===== src/rtl/mem_stream_reader.sv =====
// mem_stream_reader: streaming read engine for one scratchpad read port.
// Walks base/len/stride, reads through the combinational read path and
// delivers words on a valid/ready stream with a last-beat marker.
// Optional feature macro: MEM_STREAM_READER_STRIDE_EN (stride_i honoured;
// otherwise the address increment is fixed at 1).
module mem_stream_reader #(
   parameter int unsigned DataWidth = 8,
   parameter int unsigned DataDepth = 4096,
   parameter int unsigned AddrWidth = (DataDepth <= 1) ? 1 : $clog2(DataDepth),
   parameter int unsigned LenWidth  = 16
) (
   input  logic                        clk_i,
   input  logic                        rst_ni,
   input  logic                        start_i,
   input  logic [AddrWidth-1:0]        base_addr_i,
   input  logic [LenWidth-1:0]         len_i,
   input  logic [AddrWidth-1:0]        stride_i,
   output logic                        busy_o,
   output logic                        done_o,
   output logic [AddrWidth-1:0]        mem_addr_o,
   output logic                        mem_we_o,
   output logic [DataWidth-1:0]        mem_wr_data_o,
   input  logic signed [DataWidth-1:0] mem_rd_data_i,
   output logic signed [DataWidth-1:0] out_data_o,
   output logic                        out_valid_o,
   input  logic                        out_ready_i,
   output logic                        out_last_o
);

   typedef enum logic [1:0] {StIdle, StRun, StDrain} state_e;

   state_e                      state;
   logic [AddrWidth-1:0]        cur_addr;
   logic [AddrWidth-1:0]        step;
   logic [LenWidth-1:0]         remaining;
   logic signed [DataWidth-1:0] out_data;
   logic                        out_valid;
   logic                        out_last;
   logic                        done;
   logic                        load;

`ifdef MEM_STREAM_READER_STRIDE_EN
   logic [AddrWidth-1:0]        stride;
   assign step = stride;
`else
   // stride_i has no function in this build
   logic [AddrWidth-1:0]        unused_stride;
   assign unused_stride = stride_i;
   assign step          = AddrWidth'(1);
`endif

   // Output register may be reloaded when empty or when its beat is being taken
   assign load = !out_valid || out_ready_i;

   // Main FSM: address walk, output register and done pulse
   always_ff @(posedge clk_i or negedge rst_ni) begin
      if (!rst_ni) begin
         state     <= StIdle;
         cur_addr  <= '0;
         remaining <= '0;
         out_data  <= '0;
         out_valid <= 1'b0;
         out_last  <= 1'b0;
         done      <= 1'b0;
`ifdef MEM_STREAM_READER_STRIDE_EN
         stride    <= '0;
`endif
      end else begin
         done <= 1'b0;
         case (state)
            StIdle: begin
               if (start_i) begin
                  cur_addr  <= base_addr_i;
                  remaining <= len_i;
`ifdef MEM_STREAM_READER_STRIDE_EN
                  stride    <= stride_i;
`endif
                  // Zero-length transfer completes without producing beats
                  if (len_i != '0) begin
                     state <= StRun;
                  end else begin
                     done <= 1'b1;
                  end
               end
            end
            StRun: begin
               if (load) begin
                  out_data  <= mem_rd_data_i;
                  out_valid <= 1'b1;
                  out_last  <= (remaining == LenWidth'(1));
                  cur_addr  <= cur_addr + step;
                  remaining <= remaining - LenWidth'(1);
                  if (remaining == LenWidth'(1)) begin
                     state <= StDrain;
                  end
               end
            end
            StDrain: begin
               if (out_valid && out_ready_i) begin
                  out_valid <= 1'b0;
                  out_last  <= 1'b0;
                  done      <= 1'b1;
                  state     <= StIdle;
               end
            end
            default: state <= StIdle;
         endcase
      end
   end

   // Outputs derived directly from registered state
   always_comb begin
      busy_o        = (state != StIdle);
      done_o        = done;
      mem_addr_o    = (state == StIdle) ? '0 : cur_addr;
      mem_we_o      = 1'b0;
      mem_wr_data_o = '0;
      out_data_o    = out_data;
      out_valid_o   = out_valid;
      out_last_o    = out_last;
   end

endmodule

===== config.mk =====
export PLATFORM = sky130hd
export DESIGN_NAME = mem_stream_reader
export DESIGN_NICKNAME = d
export VERILOG_FILES = /design/src/rtl/mem_stream_reader.sv
export SDC_FILE = /design/constraint.sdc
export NUM_CORES = 1
export LEC_CHECK = 0
export ABC_CLOCK_PERIOD_IN_PS = 3730
export CAP_MARGIN = 10
export CORE_ASPECT_RATIO = 1.75
export CORE_MARGIN = 4
export CORE_UTILIZATION = 40
export CTS_CLUSTER_SIZE = 20
export DETAILED_ROUTE_END_ITERATION = 7
export GPL_TIMING_DRIVEN = 1
export PLACE_DENSITY = 0.8
export SETUP_SLACK_MARGIN = 0.2
export SKIP_CTS_REPAIR_TIMING = 1
export SLEW_MARGIN = 15
export SYNTH_ARGS = -nofsm -noshare
export SYNTH_HDL_FRONTEND = slang
export SYNTH_SLANG_ARGS = --single-unit

===== constraint.sdc =====
create_clock -name clk_i -period 3.73 [get_ports clk_i]
set_input_delay 0.373 -clock clk_i [delete_from_list [all_inputs] [get_ports clk_i]]
set_output_delay 0.373 -clock clk_i [all_outputs]
set_load 0.01 [all_outputs]

==> impl_metrics.toml <==
[critical_path]
cp_data_arrival_time_ps = 1970
cp_cell_sequence = "nor2_1, buf_4, nor2b_1, clkdlybuf4s50_1"
path_class = "reg2out"
required_ps = 3360
critPathTopFamily = "buffers and inverters"
cp_slowest_cell = "dfrtp_1"
worstPathMaxFanout = 13
critPathLaunchType = "flip-flop"
critPathBufInv = 2
worstSetupEndpointType = "primary output"
critPathMaxStageDelay_ps = 590

[run]
drv_cap = 0

[sta]
setup_tns_ps = 0
fin_skew_ps = 11.8
hold_viol_final = 0
period_minus_slack_ps = 2340
max_freq_mhz = 427
relSlewSlack_pct = 36.7
fin_crit_sh_pct = 62.8
worstMarginPinSlew_ps = 949
rsz0062_at_grt = "no"
slew_violations = 0
setup_ws_ps = 1390
setup_viol = 0

[synthesis]
ys_seq_area_share_pct = 40.0
synth-simple-area-share_pct = 22.7
synthArstFlopShare_pct = 100
synth_compound_area_share_pct = 23.7
synth_area_leaders = "dfrtp_1 (40%), a21oi_1 (5.9%), nor2_1 (3.7%)"
postSynthCellCount = 287
yosys.area.top_type_share_pct = 40.0
synth_commonest_cells = "dfrtp_1 (41), a21oi_1 (30), nor2_1 (25)"
synthFlopType = "dfrtp_1"
synth_top_family_by_area = "compound AO/OA/AOI/OAI gates"
yosysMostFrequentCell = "dfrtp_1"
ys_ff_latch = 41
synth_area_mm2 = 0.00257
synth_mux_area_share_pct = 3.51
synth_edf_count = 0
ys_types = 50
yosys.area_share.adder_pct = 1.46
synth_xor_area_share_pct = 0
ys_warn_count = 0
synth_top_area_cell = "dfrtp_1"
avgSynthCellArea_um2 = 8.94

[floorplanning]
die_w_um = 68.5
die-area_mm2 = 0.00781
initial_utilization_pct = 41.2
pin_count = 85
rows = 38
die-height_um = 114
core-area_mm2 = 0.00623

[drt]
wl_per_cell_um = 15.7
viasPerCell = 5.66
first_iter_violations = 176
vias = 2401
drtAntennaViolNets = 0
drc = 0
wl_mm = 6.66
dr.pass1.iters = 4

[status]
status = "finished, final reports clean"

[layout]
stdcell_count = 424
drive_above_1_share_pct = 9.30
syn2layout_area_growth_pct = 27.8
post-route-cell-area_mm2 = 0.00328
fillers = 598
fin_util_pct = 52.7
nets = 398
antenna-diode-count = 0

[clock_tree]
tritoncts = "yes"
cts_buffers = 5
clk_pin_slew_worst_paths_ps = 80
cts-root-buf = "clkbuf_8"
cts.sinks = 41
clk_latency_ps = 310
clock_path_buffers = 2
cts_max_level = 2

[global_route]
overflow = 0
first_global_vias = 2405
antenna_found_initial = 0
grt_pass1_wl_mm = 10.9
grt_usage_pct = 17.9
grt_start_max_net_pins = 42

[pwr]
worst_ir_drop_vdd_uv = 300
cellLeakagePower_uw = 0.00131
power_density_mw_per_mm2 = 582

[placement]
numPlacedInstances = 416
postPlaceCellArea_mm2 = 0.00316
place_ws_ps = 1270
gp_congestion = 0.896
port-buffer-count = 63
hpwlAfterDp_mm = 4.86

[worst_hold_path]
min_path_type = "in2async"
[routing by layer]
metal  routed length [um]  GRT usage (%)  up-vias
met1                 2640           21.3     1160
li1                     -              -     1159
met5                    0              0        -
met2                 3540           30.8       68
met4                  172           7.30        0
met3                  299           2.86       14
[kinds of logic after synthesis]
group / count (synthesis)
buffers and inverters: 33
flip-flops: 41
other: 1
adder cells (fa/ha/maj): 3
AO/OA/AOI/OAI: 93
multiplexers: 8
AND/OR/NAND/NOR: 108
[state kept, by name (all words and copies together), names as in the netlist]
register and flops:
cur_addr 12, done_o 1, out_data_o 8, out_last_o 1, out_valid_o 1, remaining 16, state 2
[final cells by class]
type	instances	area [um2]	share of cell area, %
multi-input cells	221	1360	41.3
well taps	80	100	3.05
clock inverters	1	30.0	0.915
repair buffers	67	656	20.0
clock buffers	7	86.3	2.63
inverters	7	26.3	0.801
flip-flops and latches	41	1030	31.3
[metrics by stage]
| step | total power, uW | hold slack (ps) |
|---|---|---|
| floorplan | 1240 | 77.4 |
| detailed placement | 1540 | 496 |
| global route | 2040 | 290 |
| global placement | 1510 | 489 |
| CTS | 1920 | 253 |
| finish | 1910 | 212 |
[worst paths after layout]
kind                                      startpoint  slack, ps                        end  depth (start not counted)
setup / recovery                state[0]$_DFFE_PN0P_       1390              mem_addr_o[1]                          4
hold / removal                                rst_ni        210    cur_addr[1]$_DFFE_PN0P_                          1
setup reg to reg                state[0]$_DFFE_PN0P_       1460  out_data_o[1]$_DFFE_PN0P_                          3
hold reg to reg            out_data_o[5]$_DFFE_PN0P_        510  out_data_o[5]$_DFFE_PN0P_                          1
max in group asynchronous                     rst_ni       2920  remaining[13]$_DFFE_PN0P_                          1
min in group clk_i         out_data_o[5]$_DFFE_PN0P_        510  out_data_o[5]$_DFFE_PN0P_                          1
[layout by cell type (no fill, tap or decap), types with 2 or more instances in the layout]
cell type        instances
clkdlybuf4s50_1         62
mux2_2                   8
or3_1                    2
nand4_1                  3
a31oi_1                  5
clkbuf_8                 6
a2bb2oi_1                8
o31ai_1                  3
nor2_1                  25
a31o_2                   2
dfrtp_1                 41
conb_1                   9
nand2b_1                 2
o32ai_1                  3
ha_1                     3
buf_4                    4
o22a_1                   3
a21oi_1                 30
nand3_1                 14
nor4_1                   6
o211ai_1                 2
nand4b_1                 2
and2_1                   2
o21ai_0                 18
nor2b_1                 10
and3_1                   5
nand2_1                 19
o22ai_1                 10
a41o_1                   2
inv_1                    7
nor3_1                   7
[report_power, final]
part / switching (uW) / internal, uW
registers: 194 / 592
clock network: 161 / 218
logic: 348 / 394
[worst register-to-register path, stage by stage (launching register included)]
cell and delay, ps:
dfrtp_1 590, nand2b_1 560, nor2_2 620, mux2_2 400
Note: power is estimated with default switching activity, not from simulation.
